### src/rtl/byte_ptr_unit.sv
// -----------------------------------------------------------------------------
// byte_ptr_unit
//
// Multi-cycle byte-pointer engine for the KS-10 datapath. Executes IBP, LDB,
// ILDB and DPB on PDP-10 byte pointers: advances the P/Y fields of the
// pointer word and extracts a byte from, or deposits a byte into, a memory
// word. Bit numbering follows the PDP-10: bit 0 is the MSB, bit 35 the LSB.
// "Shift right" moves bits toward bit 35.
//
// Configuration macro:
//   BYTEPTR_FASTSHIFT_EN  defined   : SHIFT is one cycle (barrel shifter by Peff)
//                         undefined : bit-serial shift, one bit per cycle
//
// Ports:
//   clk       in   clock
//   rst       in   synchronous active-high reset
//   clken     in   clock enable, gates every state change
//   start     in   op request, sampled only in IDLE
//   op        in   [0:1]  00=IBP 01=LDB 10=DPB 11=ILDB
//   ptr       in   [0:35] byte pointer, P=[0:5] S=[6:11] Y=[18:35]
//   word      in   [0:35] memory word
//   byte_in   in   [0:35] right-justified byte to deposit
//   busy      out  high in every state except IDLE
//   done      out  high while in DONE (one enabled cycle)
//   ptr_out   out  [0:35] updated pointer
//   byte_out  out  [0:35] right-justified extracted byte
//   word_out  out  [0:35] word after deposit
// -----------------------------------------------------------------------------
module byte_ptr_unit #(
   parameter int WIDTH = 36,   // fixed datapath width; do not override
   parameter int CNTW  = 6
) (
   input  logic             clk,
   input  logic             rst,
   input  logic             clken,
   input  logic             start,
   input  logic [0:1]       op,
   input  logic [0:WIDTH-1] ptr,
   input  logic [0:WIDTH-1] word,
   input  logic [0:WIDTH-1] byte_in,
   output logic             busy,
   output logic             done,
   output logic [0:WIDTH-1] ptr_out,
   output logic [0:WIDTH-1] byte_out,
   output logic [0:WIDTH-1] word_out
);

   typedef enum logic [2:0] {
      S_IDLE, S_INCR, S_SHIFT, S_MASK, S_DONE
   } state_t;

   typedef enum logic [1:0] {
      OP_IBP  = 2'b00,
      OP_LDB  = 2'b01,
      OP_DPB  = 2'b10,
      OP_ILDB = 2'b11
   } op_t;

   state_t           state, state_nxt;
   op_t              op_r;
   logic [0:WIDTH-1] ptr_r;    // working pointer (P/Y advanced by INCR)
   logic [0:WIDTH-1] word_r;   // original memory word, needed by DPB merge
   logic [0:WIDTH-1] sh_r;     // word (LDB/ILDB) or byte (DPB) being shifted
   logic [0:WIDTH-1] msk_r;    // byte mask, shifted into place for DPB
`ifndef BYTEPTR_FASTSHIFT_EN
   logic [CNTW-1:0]  cnt_r;
`endif

   // P or S clamped to 36: a position or size past the word edge behaves as
   // the word edge, which makes out-of-range fields shift everything out.
   function automatic logic [CNTW-1:0] eff(input logic [5:0] f);
      return (f > 6'd36) ? CNTW'(36) : CNTW'(f);
   endfunction

   // Low Seff bits set; a shift by 36 empties the all-ones vector, so S>=36
   // yields a full-width mask and S=0 an empty one.
   function automatic logic [0:WIDTH-1] low_mask(input logic [5:0] s);
      return ~({WIDTH{1'b1}} << eff(s));
   endfunction

   // Pointer increment. P and S are used raw here; 36-S is a 6-bit result,
   // so S>36 wraps P' to a large value that later clamps to 36.
   logic [5:0]       p_cur, s_cur, p_inc;
   logic [17:0]      y_inc;
   logic [0:WIDTH-1] ptr_inc;

   always_comb begin
      p_cur = ptr_r[0:5];
      s_cur = ptr_r[6:11];
      p_inc = p_cur - s_cur;
      y_inc = ptr_r[18:35];
      if (p_cur < s_cur) begin
         p_inc = 6'd36 - s_cur;
         y_inc = ptr_r[18:35] + 18'd1;
      end
      ptr_inc = {p_inc, ptr_r[6:17], y_inc};
   end

   // State register.
   // NOTE: sequential state uses non-blocking assignments so every register
   // samples pre-edge values regardless of statement order.
   always_ff @(posedge clk) begin
      if (rst)
         state <= S_IDLE;
      else if (clken)
         state <= state_nxt;
   end

   // Next-state logic.
   // NOTE: state_nxt gets a default before the case so no path leaves it
   // unassigned, which would infer a latch.
   always_comb begin
      state_nxt = state;
      unique case (state)
         S_IDLE:
            if (start)
               state_nxt = (op_t'(op) == OP_IBP || op_t'(op) == OP_ILDB)
                           ? S_INCR : S_SHIFT;
         S_INCR:
            state_nxt = (op_r == OP_ILDB) ? S_SHIFT : S_DONE;
         S_SHIFT: begin
`ifdef BYTEPTR_FASTSHIFT_EN
            state_nxt = S_MASK;
`else
            if (cnt_r == '0)
               state_nxt = S_MASK;
`endif
         end
         S_MASK:
            state_nxt = S_DONE;
         S_DONE:
            state_nxt = S_IDLE;
         default:
            state_nxt = S_IDLE;
      endcase
   end

   // Datapath and output registers.
   always_ff @(posedge clk) begin
      if (rst) begin
         op_r     <= OP_IBP;
         ptr_r    <= '0;
         word_r   <= '0;
         sh_r     <= '0;
         msk_r    <= '0;
`ifndef BYTEPTR_FASTSHIFT_EN
         cnt_r    <= '0;
`endif
         ptr_out  <= '0;
         byte_out <= '0;
         word_out <= '0;
      end else if (clken) begin
         unique case (state)
            S_IDLE:
               if (start) begin
                  op_r   <= op_t'(op);
                  ptr_r  <= ptr;
                  word_r <= word;
                  sh_r   <= (op_t'(op) == OP_DPB) ? byte_in : word;
                  msk_r  <= low_mask(ptr[6:11]);
`ifndef BYTEPTR_FASTSHIFT_EN
                  cnt_r  <= eff(ptr[0:5]);
`endif
               end
            S_INCR: begin
               ptr_r   <= ptr_inc;
               ptr_out <= ptr_inc;
`ifndef BYTEPTR_FASTSHIFT_EN
               // ILDB shifts by the advanced position P'.
               cnt_r   <= eff(p_inc);
`endif
            end
            S_SHIFT: begin
`ifdef BYTEPTR_FASTSHIFT_EN
               if (op_r == OP_DPB) begin
                  sh_r  <= sh_r  << eff(ptr_r[0:5]);
                  msk_r <= msk_r << eff(ptr_r[0:5]);
               end else begin
                  sh_r  <= sh_r >> eff(ptr_r[0:5]);
               end
`else
               if (cnt_r != '0) begin
                  cnt_r <= cnt_r - 1'b1;
                  if (op_r == OP_DPB) begin
                     sh_r  <= sh_r  << 1;
                     msk_r <= msk_r << 1;
                  end else begin
                     sh_r  <= sh_r >> 1;
                  end
               end
`endif
            end
            S_MASK: begin
               if (op_r == OP_DPB)
                  word_out <= (word_r & ~msk_r) | (sh_r & msk_r);
               else
                  byte_out <= sh_r & msk_r;
               // LDB/DPB leave the pointer as given; IBP/ILDB already wrote it.
               if (op_r == OP_LDB || op_r == OP_DPB)
                  ptr_out <= ptr_r;
            end
            default: ;
         endcase
      end
   end

   assign busy = (state != S_IDLE);
   assign done = (state == S_DONE);

endmodule

### config.mk
export PLATFORM = sky130hd
export DESIGN_NAME = byte_ptr_unit
export DESIGN_NICKNAME = d
export VERILOG_FILES = /design/src/rtl/byte_ptr_unit.sv
export SDC_FILE = /design/constraint.sdc
export NUM_CORES = 1
export LEC_CHECK = 0
export BUFFER_PORTS_ARGS = -buffer_cell sky130_fd_sc_hd__buf_2
export CAP_MARGIN = 15
export CORE_UTILIZATION = 41
export DETAILED_ROUTE_END_ITERATION = 16
export HOLD_SLACK_MARGIN = 0.03
export PLACE_DENSITY = 0.65
export SKIP_LAST_GASP = 1
export SLEW_MARGIN = 20
export SYNTH_ARGS = -nofsm -noshare
export SYNTH_HDL_FRONTEND = slang
export SYNTH_SLANG_ARGS = --single-unit
### constraint.sdc
create_clock -name clk -period 3.8 [get_ports clk]
set_input_delay 0.19 -clock clk [delete_from_list [all_inputs] [get_ports clk]]
set_output_delay 0.19 -clock clk [all_outputs]
set_load 0.03 [all_outputs]
* Word-level counts from Yosys, hierarchy flattened
Index checks and enable logic that the tools add are counted.
Storage, ports and cells: flip-flop bits (word level) 263, word-level logic and storage cells 88, input bits 114, output and inout bits 110
Cells by class: bitwise gates (word level) 7, mux-type cells 26, add/sub/neg operators 4, reduce and logical (&&, ||, !) cells 21, shift operators 1, $lt $le $gt $ge 4, eq/ne operators 14
Operators with widths (count):
- two-way mux 36 bit | 9
- one-hot mux 36 bit (2 select lines) | 4
- bitwise AND 36 bit | 2
- NOT 36 bit | 2
- two-way mux 6 bit | 6
- OR 36 bit | 1
- left shift 36 x 6 -> 36 bit (first input constant) | 1
- adder 18 x 1 -> 18 bit (second input constant) | 1
- > comparator 6 bit (second input constant) | 3
- two-way mux 18 bit | 1
- one-hot mux 6 bit (3 select lines) | 1
- AND reduction 3 bit | 6
- one-hot mux 3 bit (4 select lines) | 1
- AND reduction 4 bit | 3
- != test 2 bit (second input constant) | 5
- two-way mux 3 bit | 3
- equality test 2 bit (second input constant) | 4
- equality test 3 x 2 -> 1 bit (second input constant) | 2
- zero test 6 bit | 1
- less-than comparator 6 bit | 1
- nonzero test 2 bit | 3
- nonzero test 3 bit | 2
- nonzero test 6 bit | 1
- subtractor 6 x 1 -> 6 bit (second input constant) | 1
- 11 further kinds | 13

* Longest topological paths before layout
Gate-level depths: netlist of run 1.
depth in word-level cells 6, gate-level depth with buffers 12, depth with buffers taken out 10

* Worst setup path before layout of run 1
Ideal clock, no wire load.
path type register -> register, start register ptr_r[11] (netlist bit), end register cnt_r[1], clock period less this slack 2.354 ns, slack 1.446 ns, library setup time 0.095 ns, data required time 3.705 ns, arrival 2.259 ns, stages on the path, launching flop included 11, path buffers 1, cells stage by stage dfxtp_1 -> ha_1 -> fa_1 -> and2b_1 -> o21ai_2 -> nand2_4 -> buf_2 -> nand3_1 -> a311oi_2 -> o21ai_0 -> a221oi_1
On the way: word-level cells in the longest chain between the ends 5, elaborated cells on any way between the ends 7, those cells by class add/sub: 2; order compare: 2; mux: 3
Ends and longest elaborated chain:
- start, declared | RTL line 61 | logic [0:WIDTH-1] ptr_r;
- start signal, assigned | RTL line 157 | ptr_r <= ptr;
- start signal, assigned | RTL line 166 | ptr_r <= ptr_inc;
- subtractor 6 bit, or another cell as far along | RTL line 90 | p_inc = p_cur - s_cur;
- two-way mux 6 bit * | RTL line 92 | if (p_cur < s_cur) begin
- > comparator 6 bit | RTL line 72 | return (f > 6'd36) ? CNTW'(36) : CNTW'(f);
- two-way mux 6 bit * | RTL line 72
- one-hot mux 6 bit (3 select lines) * | RTL line 153 | unique case (state)
- end signal, assigned | RTL line 162 | cnt_r <= eff(ptr[0:5]);
- end signal, assigned | RTL line 170 | cnt_r <= eff(p_inc);
- end signal, assigned | RTL line 183 | cnt_r <= cnt_r - 1'b1;
- end, declared | RTL line 66 | logic [CNTW-1:0] cnt_r;
Every way passes the cells marked *; elsewhere a longest branch is shown, timed or not. A chain may end at the register's enable or synchronous reset.

* Worst setup path after layout of run 1
start register ptr_r[11] (netlist bit), end register ptr_out[18] (netlist bit)
On the way: word-level cells in the longest chain between the ends 3
Ends and longest elaborated chain:
- less-than comparator 6 bit | RTL line 92
- two-way mux 18 bit | RTL line 92
- one-hot mux 36 bit (2 select lines) | RTL line 153
- end signal, assigned | RTL line 167 | ptr_out <= ptr_inc;
- end signal, assigned | RTL line 200 | ptr_out <= ptr_r;
- end, declared | RTL line 43 | output logic [0:WIDTH-1] ptr_out,
Every way passes these cells.

==> metrics.txt, run 1 <==
async set or reset register ratio after synthesis=0%; period utilization=74.09%; post-synth top area cell=dfxtp_1; RSZ-0062 raised after global routing=false; Pwr per Cell Area=477.7 nW/um^2; clock sinks=263; Synth Net Count=1701; WL per Instance=17.17 um; synthesized instance count=1573; RePlAce Congestion=0.8687; worst skew pair latency=0.55 ns; Slew HR=28.67%; routed vias=12100; Avg Inst Size Synth=8.081 um^2; DRT antenna net count=0; Post-synth EDFFs=0; WS Path Type=register to register; TritonCTS Buffers=29; post-synthesis sequential area ratio=41.42%; Clock Path Buffers=3; Lkg Pwr=5.856 nW; Port-buffer cells=223; CTS tree=built; Peak VDD IR=0.0003253 V; HPWL reported at the end of detailed placement=25550 um; nets=1902; number of global-route vias before repair=11070; H-tree depth=1; PnR Total Power=0.007450 W; Reg-to-Reg Start=ptr_r[11]; remaining routing DRC violations=0; Non-Filler Instances=2197; hold crit path type=primary input to register; Setup crit start=ptr_r[11]; Yosys top cell area share=41.42%; Layout area overhead=22.69%; max-slew violation count=0; first-pass GRT wire length=59140 um; DIE HEIGHT=178.1 um; synth top area cells=dfxtp_1 41%, a211oi_1 8.1%, a21oi_1 7.4%, nand2_1 6.8%, mux2i_1 6.0%; critical path fanouts, max=15; final wirelength=37720 um; CP Data Required Time=4.25 ns; most frequent cells in the layout=263 x dfxtp_1, 230 x nand2_1, 222 x buf_2, 187 x a21oi_1, 169 x nor2_1; Slew @ Worst Pin=1.067 ns; post-CTS resize count=0; Main synth FF type=dfxtp_1; core region area=30510 um^2; num rows=64; Setup crit end kind=register; setup TNS=0 ns; Clock Skew=0.009753 ns; Cells after DPL=2077; outcome=finished clean; FF+latch count, synth=263; setup violators final=0; Final Hold Slack=0.04838 ns; Period minus WS final=2.815 ns; # fillers=2938; Die Area=31710 um^2; largest net degree at the start of global routing=149; max-cap violations=0; DRT iter0 DRCs=880; Netlist cell types=74; layout cell share with drive strength beyond 1=18.25%; total track usage=23.17%; post-synthesis cell area=12710 um^2; Die Span X=178.1 um; crit path DAT=3.26 ns; DRT Pass-1 Iters=5; Worst Min Path Start=ptr[6]; initial core utilization=41.67%; initial antenna violation count=4; CTS clk-pin slew, worst paths=0.06 ns; remaining global-route overflow=0; Achievable Freq=0.3552 GHz; Final Hold Fails=0; Setup Fix Bufs, Post-CTS=0; Worst Setup Start Kind=register; most common cell after layout, fill and taps aside=dfxtp_1; yosys warns=0; CTS Root Cell=clkbuf_16; I/O Pins=224; vias per std cell=5.508
==> synthesized netlist by cell type, types with 9 or more instances <==
cell type	n
clkbuf_1	83
a211oi_1	137
a221oi_1	12
o21ai_0	34
o31ai_1	10
nor3_1	24
mux2i_1	76
nand3_1	55
o211ai_1	9
ha_1	13
o221ai_1	9
nor2_1	169
xor2_1	11
nor2b_1	37
buf_2	35
xnor2_1	13
a21oi_1	187
dfxtp_1	263
inv_1	23
buf_4	9
nand2_1	231
or3_1	9
==> where the power goes <==
group          leakage [nW]  switching, W  internal [W]
sequential             2.14      0.000191       0.00292
clock                 0.516       0.00115       0.00185
combinational          3.20      0.000815      0.000522
==> metrics by stage <==
stage	util, %	setup WS [ns]	cell area [um^2]
finish	51.12	0.9846	15600
CTS	51.05	0.9916	15580
detailed placement	45.64	0.9943	13920
floorplan	-	1.446	12710
global route	51.12	0.7926	15600
global placement	45.64	1.075	13920
==> repair_timing <==
action / CTS / global route
hold endpoints to repair: 62 / 0
hold buffers: 62 / 0
endpoints found under the setup margin: 0 / 0
==> flip-flops by register name, summed over array words and instances, names as in the netlist <==
signal and cells:
byte_out 36, cnt_r 6, msk_r 36, op_r 2, ptr_out 36, ptr_r 36, sh_r 36, state 3
word_out 36, word_r 36
==> logic make-up (layout without fill, tap and decap cells) <==
family,after synthesis,in the layout,share of synthesized area [%]
xor gates and xnor gates,24,24,1.654
AOI/OAI and AO/OA,465,465,23.99
adders and majority gates,14,14,1.437
DFF,263,263,41.42
other,0,4,0
and+or+nand+nor,572,572,19.98
buffers and inverters,157,381,5.364
muxes,78,78,6.161
==> layer usage <==
| layer | part of all wire (%) | vias up | global-route usage [%] | wire, um |
|---|---|---|---|---|
| met4 | 2.2 | 0 | 6.553 | 834 |
| met1 | 47 | 5672 | 32.87 | 17740 |
| met5 | 0 | - | 0 | 0 |
| li1 | - | 6013 | - | - |
| met3 | 6.5 | 57 | 3.517 | 2452 |
| met2 | 44 | 359 | 36.17 | 16690 |
==> worst paths after layout <==
check / cells past startpoint / end / slack (ns)
max reg2reg: 8 / ptr_out[18] / 0.98
min reg2reg: 2 / byte_out[26] / 0.45
max: 8 / ptr_out[18] / 0.98
min: 3 / ptr_r[6] / 0.05
==> final cells by class <==
| cell class | count | area, um^2 | area share (%) |
|---|---|---|---|
| Antenna cell | 4 | 10.01 | 0.06418 |
| Clock buffer | 42 | 864.6 | 5.544 |
| Clock inverter | 12 | 167.7 | 1.075 |
| Inverter | 24 | 90.09 | 0.5776 |
| Multi-Input combinational cell | 1153 | 6798 | 43.59 |
| Sequential cell | 263 | 5265 | 33.76 |
| Tap cell | 396 | 495.5 | 3.177 |
| Timing Repair Buffer | 303 | 1906 | 12.22 |
==> critical path, cell delays in order, from the launching register on <==
cell and delay [ns]:
dfxtp_1 0.45, ha_1 0.23, fa_1 0.20, and2b_1 0.21
o21ai_2 0.27, and4_1 0.63, nand4_4 0.16, or3_1 0.32
a311oi_1 0.24
No activity file was read; power rests on OpenSTA's default activity.
==> inputs of run 2 (changes only) <==
clock period = 2.7 ns   (was 3.8 ns; I/O delays follow)
==> run 2 against run 1 <==
  * Combinational power rose by 50%
  * Sequential share of layout area fell by 0.64 points
  * Core utilization rose by 0.98 points
  * Critical endpoint is now cnt_r[1]
  * Die area did not move
  * Via count rose by 1.9%
  * Power rose by 38%
  * Critical path depth rose by 3
  * Clock power rose by 31%
  * Global-route usage rose by 0.73 points
  * Routed wire length rose by 3.1%
  * Highest routed layer unchanged
  * Clock skew rose by 0.016 ns
  * Non-clock buffer count rose by 38
==> metrics.txt, run 2 (synthesis results as in run 1) <==
CTS Root Cell=clkbuf_16; DIE HEIGHT=178.1 um; final design utilization=52.10%; vias per std cell=5.521; Clock Path Buffers=3; Setup crit end kind=register; core region area=30510 um^2; Internal Dissipation=0.007205 W; first-pass GRT wire length=60950 um; worst skew pair latency=0.57 ns; Worst Setup Start Kind=register; Setup Fix Bufs, Post-CTS=0; DRT antenna net count=0; final wirelength=38890 um; Seq pwr share=42.4%; routed vias=12330; max-slew violation count=0; DRT iter0 DRCs=948; Slew HR=26.28%; H-tree depth=1; most common cell after layout, fill and taps aside=dfxtp_1; WS Path Type=register to register; ANT cells=0; I/O Pins=224; DP Area=14200 um^2; DRT Pass-1 Iters=9; Cells after DPL=2105; RePlAce Congestion=0.8722; sw frac=30.16%; Lkg Pwr=6.005 nW; total track usage=23.91%; nets=1941; clock network power share=38.1%; fin area=15900 um^2; critical path fanouts, max=9; P_sw=0.003111 W; setup TNS=0 ns; Die Area=31710 um^2; largest net degree at the start of global routing=112; hold crit path type=primary input to register; Pwr per Cell Area=649.0 nW/um^2; crit path DAT=2.90 ns; clock sinks=263; outcome=finished clean; max-cap violations=0; setup violators final=0; remaining routing DRC violations=0; Achievable Freq=0.3965 GHz; # fillers=2916; Peak VDD IR=0.0004949 V; Slew @ Worst Pin=1.097 ns; CTS clk-pin slew, worst paths=0.06 ns; number of global-route vias before repair=11390; RSZ-0062 raised after global routing=false; num rows=64; TritonCTS Buffers=30; Final Hold Fails=0; CTS tree=built; remaining global-route overflow=0; period utilization=93.42%; Port-buffer cells=223; Clock Skew=0.02582 ns; WL per Instance=17.41 um; initial antenna violation count=0; Period minus WS final=2.522 ns; layout cell share with drive strength beyond 1=19.32%; Non-Filler Instances=2233; HPWL reported at the end of detailed placement=26610 um; Die Span X=178.1 um; Combinational Power Share=19.5%; CP Data Required Time=3.08 ns; most frequent cells in the layout=263 x dfxtp_1, 230 x nand2_1, 222 x buf_2, 187 x a21oi_1, 169 x nor2_1; Final Hold Slack=0.06007 ns; initial core utilization=41.67%; Layout area overhead=25.04%
==> run 2: cell types whose count changed in the layout (fill, tap and decap cells not counted), sizes merged <==
| cell | change |
|---|---|
| buf | +28 |
| bufinv | -4 |
| clkbuf | +4 |
| clkinv | +1 |
| clkinvlp | +2 |
| diode | -4 |
| dlygate4sd3 | +10 |
| inv | -1 |
==> run 2: path summary, 6_finish.rpt <==
path               from          to  slack [ns]  cells after the start
max            ptr_r[5]    cnt_r[1]        0.18                     11
min              ptr[3]    ptr_r[3]        0.06                      5
max reg2reg    ptr_r[5]    cnt_r[1]        0.18                     11
min reg2reg  word_r[20]  word_r[20]        0.45                      2
==> run 2: final cells by class <==
type | count | area, um^2 | area share [%]
clock inverter | 10 | 72.57 | 0.4566
tap | 396 | 495.5 | 3.117
timing repair buffer | 341 | 2278 | 14.33
multi-input combinational | 1153 | 6803 | 42.80
sequential | 263 | 5265 | 33.12
clock buffer | 46 | 890.9 | 5.605
inverter | 24 | 90.09 | 0.5668
==> run 2: critical path, cell delays in order, from the launching register on <==
cell and delay, ns:
dfxtp_1 0.33, inv_1 0.06, ha_1 0.21, fa_1 0.40, and2b_1 0.28, o21ai_4 0.10, nand2_4 0.13, buf_4 0.18
mux2i_2 0.27, a311oi_2 0.13, o21ai_0 0.17, a221oi_1 0.09
==> run 2: power groups by stage <==
| stage | clock [W] | sequential [W] | combinational, W |
|---|---|---|---|
| 2_1_floorplan | 0 | 0.00440 | 0.00134 |
| 3_3_place_gp | 0 | 0.00445 | 0.00186 |
| 3_5_place_dp | 0 | 0.00445 | 0.00189 |
| 4_1_cts | 0.00402 | 0.00437 | 0.00198 |
| 5_1_grt | 0.00416 | 0.00441 | 0.00222 |
| 6_report | 0.00393 | 0.00438 | 0.00201 |
==> run 2: stage by stage <==
stage                     total power, W  worst slack, ns
after floorplan                 0.005744           0.3460
after global placement          0.006304           0.2518
after detailed placement        0.006340           0.1608
after CTS                        0.01037           0.1447
after global routing             0.01078         0.004822
final                            0.01032           0.1776
==> run 2: what timing repair did <==
| item | in CTS | in global routing |
|---|---|---|
| hold buffers | 72 | 0 |
| endpoints found under the hold margin | 73 | 0 |
| setup endpoints to repair | 0 | 5 |
| resized for setup | 0 | 3 |
==> run 2: metal layers <==
| layer | vias to the layer above | share of wire (%) | track usage, % |
|---|---|---|---|
| met5 | - | 0 | 0 |
| met4 | 0 | 1.9 | 5.912 |
| met3 | 53 | 6.6 | 3.517 |
| met2 | 420 | 45 | 37.65 |
| met1 | 5778 | 47 | 34.02 |
| li1 | 6078 | - | - |
